## config.mk

```make
export PLATFORM = sky130hd
export DESIGN_NAME = fp16bit_wallace_tree
export DESIGN_NICKNAME = d
export VERILOG_FILES = /design/src/rtl/fp16bit_wallace_tree.sv
export SDC_FILE = /design/constraint.sdc
export NUM_CORES = 1
export LEC_CHECK = 0
export CAP_MARGIN = 5
export CORE_MARGIN = 10
export CORE_UTILIZATION = 50
export DETAILED_ROUTE_END_ITERATION = 6
export GPL_TIMING_DRIVEN = 0
export PLACE_DENSITY = 0.71
export SETUP_SLACK_MARGIN = 0.05
export SYNTH_ARGS = -nofsm -noshare
export SYNTH_HDL_FRONTEND = slang
export SYNTH_SLANG_ARGS = --single-unit
```

## constraint.sdc

```tcl
create_clock -name clk -period 12.4 [get_ports clk]
set_input_delay 3.1 -clock clk [delete_from_list [all_inputs] [get_ports clk]]
set_output_delay 3.1 -clock clk [all_outputs]
set_load 0.02 [all_outputs]
```

## src/rtl/fp16bit_wallace_tree.sv

```systemverilog
// fp16bit_wallace_tree: IEEE-754 binary16 multiplier with a Wallace-tree
// significand multiplier and one registered output stage (latency 1).
// Optional macro FP16_INPUT_REG_EN adds an operand register stage in front of
// the tree (latency 2); the function and the flags are unchanged.
// Operands with exponent 0 are treated as zero (no subnormal support).
// Rounding is round-to-nearest-even. Results that overflow saturate to
// signed infinity, and results that underflow flush to signed zero.
module fp16bit_wallace_tree (
    input  logic        clk,
    input  logic        rst,
    input  logic [15:0] a_operand,
    input  logic [15:0] b_operand,
    output logic [15:0] result,
    output logic        Exception,
    output logic        Overflow,
    output logic        Underflow
);

    // Carry-save pair: two rows whose sum equals the sum of the compressed inputs.
    typedef struct packed {
        logic [21:0] sum;
        logic [21:0] carry;
    } csa_t;

    // 3:2 compressor applied bitwise across a row (one full adder per column).
    function automatic csa_t csa3(input logic [21:0] x, input logic [21:0] y,
                                  input logic [21:0] z);
        csa_t r;
        r.sum   = x ^ y ^ z;
        r.carry = ((x & y) | (y & z) | (x & z)) << 1;
        return r;
    endfunction

    // 2:2 compressor applied bitwise across a row (one half adder per column).
    function automatic csa_t ha2(input logic [21:0] x, input logic [21:0] y);
        csa_t r;
        r.sum   = x ^ y;
        r.carry = (x & y) << 1;
        return r;
    endfunction

    logic [15:0] a_in;
    logic [15:0] b_in;

`ifdef FP16_INPUT_REG_EN
    // Operand register stage in front of the tree; reset clears it to zero.
    always_ff @(posedge clk) begin
        // NOTE: clocked state uses non-blocking assignments so every register
        // samples pre-edge values, independent of block ordering.
        if (rst) begin
            a_in <= '0;
            b_in <= '0;
        end else begin
            a_in <= a_operand;
            b_in <= b_operand;
        end
    end
`else
    assign a_in = a_operand;
    assign b_in = b_operand;
`endif

    // Field decode
    logic        sign;
    logic [4:0]  exp_a;
    logic [4:0]  exp_b;
    logic [10:0] sig_a;
    logic [10:0] sig_b;
    logic        exc;
    logic        zero_op;

    assign sign    = a_in[15] ^ b_in[15];
    assign exp_a   = a_in[14:10];
    assign exp_b   = b_in[14:10];
    assign sig_a   = {1'b1, a_in[9:0]};
    assign sig_b   = {1'b1, b_in[9:0]};
    assign exc     = (exp_a == 5'h1f) || (exp_b == 5'h1f);
    assign zero_op = (exp_a == 5'h00) || (exp_b == 5'h00);

    // Partial-product rows: row i is sig_a gated by sig_b[i], weighted by 2^i.
    logic [21:0] pp [11];

    // Build the 121 AND partial-product bits as 11 shifted rows.
    always_comb begin
        for (int i = 0; i < 11; i++) begin
            pp[i] = {11'b0, sig_a & {11{sig_b[i]}}} << i;
        end
    end

    // Wallace reduction: 11 rows -> 8 -> 6 -> 4 -> 3 -> 2.
    // Bits carried past column 21 are dropped. The true product is below
    // 2^22, so the modulo-2^22 sum of the final two rows is still exact.
    csa_t l1_0, l1_1, l1_2, l1_3;
    csa_t l2_0, l2_1;
    csa_t l3_0, l3_1;
    csa_t l4_0;
    csa_t l5_0;

    assign l1_0 = csa3(pp[0], pp[1], pp[2]);
    assign l1_1 = csa3(pp[3], pp[4], pp[5]);
    assign l1_2 = csa3(pp[6], pp[7], pp[8]);
    assign l1_3 = ha2(pp[9], pp[10]);

    assign l2_0 = csa3(l1_0.sum, l1_0.carry, l1_1.sum);
    assign l2_1 = csa3(l1_1.carry, l1_2.sum, l1_2.carry);

    assign l3_0 = csa3(l2_0.sum, l2_0.carry, l2_1.sum);
    assign l3_1 = csa3(l2_1.carry, l1_3.sum, l1_3.carry);

    assign l4_0 = csa3(l3_0.sum, l3_0.carry, l3_1.sum);

    assign l5_0 = csa3(l4_0.sum, l4_0.carry, l3_1.carry);

    // Final carry-propagate adder
    logic [21:0] product;
    assign product = l5_0.sum + l5_0.carry;

    // Normalisation, rounding and exponent arithmetic
    logic              norm_n;
    logic [21:0]       norm;
    logic              guard;
    logic              sticky;
    logic              round_inc;
    logic [10:0]       frac_rnd;
    logic              round_carry;
    logic signed [6:0] exp_sum;

    // Normalise so the leading one sits at bit 21, then round to nearest even.
    always_comb begin
        // NOTE: every combinational output is assigned up front so that no
        // path through the block can leave a value held, which would imply a latch.
        norm_n      = product[21];
        norm        = product[21] ? product : (product << 1);
        guard       = norm[10];
        sticky      = |norm[9:0];
        round_inc   = guard & (sticky | norm[11]);
        frac_rnd    = {1'b0, norm[20:11]} + {10'b0, round_inc};
        round_carry = frac_rnd[10];
        exp_sum     = $signed({2'b00, exp_a}) + $signed({2'b00, exp_b}) - 7'sd15
                    + $signed({6'b0, norm_n}) + $signed({6'b0, round_carry});
    end

    // Next-state values for the output register
    logic [15:0] result_d;
    logic        exc_d;
    logic        ovf_d;
    logic        unf_d;

    // Output selection, in priority order: exception, zero operand,
    // overflow, underflow, then a normal result.
    always_comb begin
        result_d = {sign, exp_sum[4:0], frac_rnd[9:0]};
        exc_d    = 1'b0;
        ovf_d    = 1'b0;
        unf_d    = 1'b0;
        if (exc) begin
            result_d = 16'h0000;
            exc_d    = 1'b1;
        end else if (zero_op) begin
            result_d = {sign, 15'b0};
        end else if (exp_sum >= 7'sd31) begin
            result_d = {sign, 5'b11111, 10'b0};
            ovf_d    = 1'b1;
        end else if (exp_sum <= 7'sd0) begin
            result_d = {sign, 15'b0};
            unf_d    = 1'b1;
        end
    end

    // Output register; reset overrides any in-flight operation.
    always_ff @(posedge clk) begin
        if (rst) begin
            result    <= 16'h0000;
            Exception <= 1'b0;
            Overflow  <= 1'b0;
            Underflow <= 1'b0;
        end else begin
            result    <= result_d;
            Exception <= exc_d;
            Overflow  <= ovf_d;
            Underflow <= unf_d;
        end
    end

endmodule

```

Word level (Yosys, flattened, before mapping)
Cells that the tools add are included.
- register bits: 19
- latch bits: 0
- memory bits (writable): 0
- memory bits (read-only): 0
- bits of input ports: 34
- output and inout port bits: 19
- logic and storage cells: 109
- memories kept: 0
- $add $sub $neg: 6
- multiply operators: 0
- divide/modulo/power cells: 0
- magnitude comparators: 2
- equality and inequality tests: 2
- shifts and indexed selects: 0
- muxes and demuxes: 6
- bitwise operators: 78
- reduce and logical (&&, ||, !) cells: 9
- operators with widths (cell ; number):
    AND 21 bit ; 7
    OR 21 bit ; 6
    AND 11 bit ; 10
    AND 20 x 21 -> 21 bit ; 3
    XOR 21 x 22 -> 22 bit ; 2
    XOR 22 bit ; 2
    XOR 20 x 21 -> 21 bit ; 2
    AND 17 x 20 -> 20 bit ; 2
    OR 20 bit ; 2
    AND 17 x 19 -> 19 bit ; 2
    AND 14 x 16 -> 16 bit ; 2
    OR 16 bit ; 2
    two-way mux 15 bit ; 2
    adder 22 bit ; 1
    two-way mux 21 bit ; 1
    XOR 21 bit ; 1
    AND 16 x 20 -> 20 bit ; 1
    AND 19 x 20 -> 20 bit ; 1
    OR 17 x 20 -> 20 bit ; 1
    OR 19 x 20 -> 20 bit ; 1
    XOR 17 x 20 -> 20 bit ; 1
    XOR 19 x 20 -> 20 bit ; 1
    AND 18 x 19 -> 19 bit ; 1
    OR 18 x 19 -> 19 bit ; 1
    other kinds (42) ; 48

Logic depth before layout (Yosys ltp)
- word-level depth: 26
- depth in mapped cells: 35
- mapped depth without buffers: 32

Worst setup path before layout
Ideal clock, no wire load.
- kind: input -> register
- start point: in b_operand[8]
- end point: reg result[9]
- library setup time: 70 ps
- arrival: 10834 ps
- data required time: 12330 ps
- slack: 1496 ps
- stages on the path: 33
- cells stage by stage: clkbuf_1 and2_1 fa_1 fa_1 inv_1 fa_1 fa_1 fa_1 inv_1 ha_1 a21oi_1 o211ai_2 and3_4 o21a_2 nor2_4 buf_2 o21ai_0 nor2b_1 ha_1 and4_4 o2111ai_1 nor3_1 fa_1 fa_1 a21o_1 a21oi_1 xnor2_1 o221ai_1 o211ai_1 nand3_1 clkbuf_1 or2_2 o21bai_1
- longest elaborated chain between the ends: 24
- elaborated cells on any way between the ends: 49
- RTL lines (what ; line ; source):
    from (decl) ; 12 ; input logic [15:0] b_operand,
    AND 11 bit * ; 86 ; pp[i] = {11'b0, sig_a & {11{sig_b[i]}}} << i;
    AND 18 x 19 -> 19 bit ; 30 ; r.carry = ((x & y) | (y & z) | (x & z)) << 1;
    OR 18 x 19 -> 19 bit ; 30 ;
    OR 19 bit ; 30 ;
    AND 19 x 20 -> 20 bit ; 30 ;
    OR 19 x 20 -> 20 bit ; 30 ;
    OR 20 bit ; 30 ;
    XOR 21 bit ; 29 ; r.sum = x ^ y ^ z;
    [... 8 more ...] ; n/a ;
    two-way mux 21 bit ; 133 ; norm = product[21] ? product : (product << 1);
    OR reduction 10 bit ; 135 ; sticky = |norm[9:0];
    OR 1 bit ; 136 ; round_inc = guard & (sticky | norm[11]);
    AND 1 bit ; 136 ;
    adder 10 x 1 -> 11 bit ; 137 ; frac_rnd = {1'b0, norm[20:11]} + {10'b0, round_inc};
    adder 7 x 2 -> 7 bit ; 140 ; + $signed({6'b0, norm_n}) + $signed({6'b0, round_carry});
    >= comparator 7 x 6 -> 1 bit / <= comparator 7 x 1 -> 1 bit (equally long branches) ; 161, 164 ;
    OR reduction 5 bit (no line) ; n/a ;
    to (signal assigned) ; 178 ; result <= result_d;
    to (decl) ; 13 ; output logic [15:0] result,
Every way passes the cells marked *; elsewhere a longest branch is shown, timed or not.
A chain may end at the register's enable or synchronous reset.

Final worst setup path
- start point: in a_operand[8]
- end point: reg result[9]
- longest elaborated chain between the ends: 25
- elaborated cells on any way between the ends: 86
- RTL lines (what ; line ; source):
    from (decl) ; 11 ; input logic [15:0] a_operand,
    AND 11 bit ; 86 ;
    AND 11 x 12 -> 12 bit / AND 12 x 13 -> 13 bit (equally long branches) ; 30 ;
    OR 12 x 13 -> 13 bit ; 30 ;
    OR 13 bit ; 30 ;
    AND 13 x 14 -> 14 bit / AND 14 x 16 -> 16 bit (equally long branches) ; 30 ;
    OR 14 x 16 -> 16 bit ; 30 ;
    OR 16 bit ; 30 ;
    AND 16 x 17 -> 17 bit / AND 17 x 20 -> 20 bit (equally long branches) ; 30 ;
    [... 9 more ...] ; n/a ;
    two-way mux 21 bit ; 133 ;
    OR reduction 10 bit ; 135 ;
    OR 1 bit ; 136 ;
    AND 1 bit ; 136 ;
    adder 10 x 1 -> 11 bit ; 137 ;
    adder 7 x 2 -> 7 bit ; 140 ;
    >= comparator 7 x 6 -> 1 bit / <= comparator 7 x 1 -> 1 bit (equally long branches) ; 161, 164 ;
    OR reduction 5 bit (no line) ; n/a ;
Marked as above.

==> impl_metrics.tcl <==
set metrics [dict create \
    hold_path_end "Exception" \
    drc 0 \
    grt_pass1_wl_um 21100 \
    detailedPlacementHpwl_um 10100 \
    holdWs_ps 3440 \
    synth_fp_nets 771 \
    finalHoldViolCount 0 \
    areaGrowthSynthToFinish_pct 14.3 \
    synth_warnings 0 \
    wl_per_cell_um 14.9 \
    critical-path-max-stage-delay_ps 640 \
    grt_usage_pct 16.5 \
    syn-cell-area_mm2 0.00537 \
    number_of_synthesized_flops_with_an_enable_pin 0 \
    layout_worst_path_cycle_share_pct 95.1 \
    clock-sinks 19 \
    drive_above_1_share_pct 6.21 \
    cts_inserted_buffers 3 \
    drtPass1Iterations 6 \
    die_boundary_width_um 124 \
    critical-path-top-cell-by-count "fa_1" \
    setup_viol 0 \
    min-delay-start "rst" \
    max_slew_margin_pct 53.3 \
    dp_worst_setup_slack_ps -29.7 \
    antennaDiodeCount 0 \
    final-max-slew-violation-count 0 \
    global_route.overflow_total 0 \
    grt_antenna_before_repair 0 \
    grt_pass1_vias 4794 \
    die_area_mm2 0.0153 \
    port_buffers 52 \
    worstPathMaxFanout 11 \
    worstSetupPathType "primary input to flop" \
    drt.antenna.violating_nets 0 \
    hold_depth 2 \
    run_status "finished clean" \
    netlist-cell-type-count 61 \
    clk_pin_slew_worst_paths_ps 70 \
    timing.final.crit_period_ps 11800 \
    via_per_inst 5.38 \
    required_ps 12580 \
    die_y_um 124 \
    cell_count_after_synthesis 588 \
    crit_arrival_ps 11980 \
    dpl-instance-area_mm2 0.00606 \
    postSynthAreaPerCell_um2 9.12 \
    area_of_all_placed_cells_without_fillers_mm2 0.00613 \
    synth_sequential_area_ratio_pct 7.09 \
    ys_dominant_reg_cell "dfxtp_1" \
    ioPinCount 53 \
    hp-class "primary input to flop" \
    core_area_mm2 0.0104 \
    timing.final.ws_setup_ps 605 \
    nNetsFinal 828 \
    worstSetupStartpointType "primary input" \
    synth-async-reset-ratio_pct 0 \
    detail_route.wirelength_um 11600 \
    placement_rows 37 \
    detailedRoute.firstIterationViolations 227 \
    floorplan.initialDensity_pct 51.7 \
    ys_seq_elements 19 \
    gp_congestion 0.868 \
    grt_max_degree 12 \
    clock_tree.htree_level_count 1 \
    ctsRootBufferMaster "clkbuf_8" \
    cts_setup_buffers 0 \
    fin_util_pct 59.1 \
    dr_total_vias 4198 \
    worst_pin_slew_ps 690 \
    clock.fmax_mhz 84.8 \
    timing.critical_path.slowest_stage_cell "clkdlybuf4s50_1" \
    type_of_destination_of_the_critical_path "flop" \
    cts_tree "done" \
    max_cap_violations 0 \
    grt_setup_unrepaired "no" \
    clock_path_buffers 2 \
]
[cell families after synthesis]
kind of cell             after synthesis  synth area share (%)
multiplexers                           5                 0.933
AO/OA/AOI/OAI                         90                  12.8
adder cells (fa/ha/maj)              149                  46.8
buffers and inverters                117                  8.23
XOR/XNOR                              23                  4.10
AND/OR/NAND/NOR                      185                  20.1
flip-flops                            19                  7.09
[synth_stat cells (7+ instances only)]
library cell	number	share of area [%]
nand2_1	26	1.8
dfxtp_1	19	7.1
nand3_1	9	0.84
and2_1	85	9.9
nor2_1	19	1.3
nor3_1	7	0.65
xnor2_1	15	2.4
nor2b_1	7	0.82
ha_1	63	15
xor2_1	7	1.1
fa_1	86	32
o21ai_0	13	1.2
a21oi_1	20	1.9
inv_1	110	7.7
[area by class of cell]
class	count	area, µm²
Multi-Input combinational cell	452	4550
Inverter	110	413
Timing Repair Buffer	52	531
Buffer	7	37.5
Clock buffer	4	45.0
Tap cell	136	170
Fill cell	920	4240
Sequential cell	19	380
[layer usage]
metal,GRT usage (%),part of all wire (%),wire length (µm),up-vias
li1,-,-,-,2031
met1,19.3,42,4910,2081
met2,31.4,53,6100,73
met3,2.26,3.9,453,13
met4,2.91,1.2,139,0
met5,0,0,0,-
[critical path: cells and delay by family]
kind | cells | cell delay [ps]
adder cells (fa/ha/maj) | 9 | 3860
AND/OR/NAND/NOR | 9 | 1950
AO/OA/AOI/OAI | 10 | 1810
buffers and inverters | 5 | 1260
[registers in the layout (all words and copies together), names as in the netlist]
name,cells
Overflow,1
Exception,1
result,16
Underflow,1
[how the worst max path moves through the flow]
stage,slack (ps),cells past startpoint,endpoint,startpoint
CTS,210,32,result[9],b_operand[7]
detailed placement,-30,32,result[9],b_operand[7]
finish,600,33,result[9],a_operand[8]
floorplan,1500,33,result[9],b_operand[8]
global placement,130,34,result[9],b_operand[7]
global route,50,33,result[9],b_operand[4]
[cells in the final DEF (no fill, tap or decap), drive strengths merged, types with 10 or more instances in the layout]
cell,instances
inv,110
fa,86
and2,85
ha,63
clkdlybuf4s50,48
nand2,27
a21oi,23
nor2,20
dfxtp,19
o21ai,18
xnor2,16
nor3,10
clkbuf,10
[metrics by stage]
| step | setup TNS, ps | std cells |
|---|---|---|
| floorplan | 0 | 588 |
| global placement | 0 | 776 |
| detailed placement | -29.7 | 776 |
| CTS | 0 | 780 |
| global route | 0 | 780 |
| finish | 0 | 780 |
[repair_timing]
| item | CTS | global route |
|---|---|---|
| hold endpoints to repair | 0 | 0 |
| endpoints found under the setup margin | 0 | 10 |
| resized for setup | 0 | 19 |
| hold buffers | 0 | 0 |
Power is left out: the tool's default activity adds up to more than one toggle a clock period on the data nets, which glitch-free logic cannot reach.
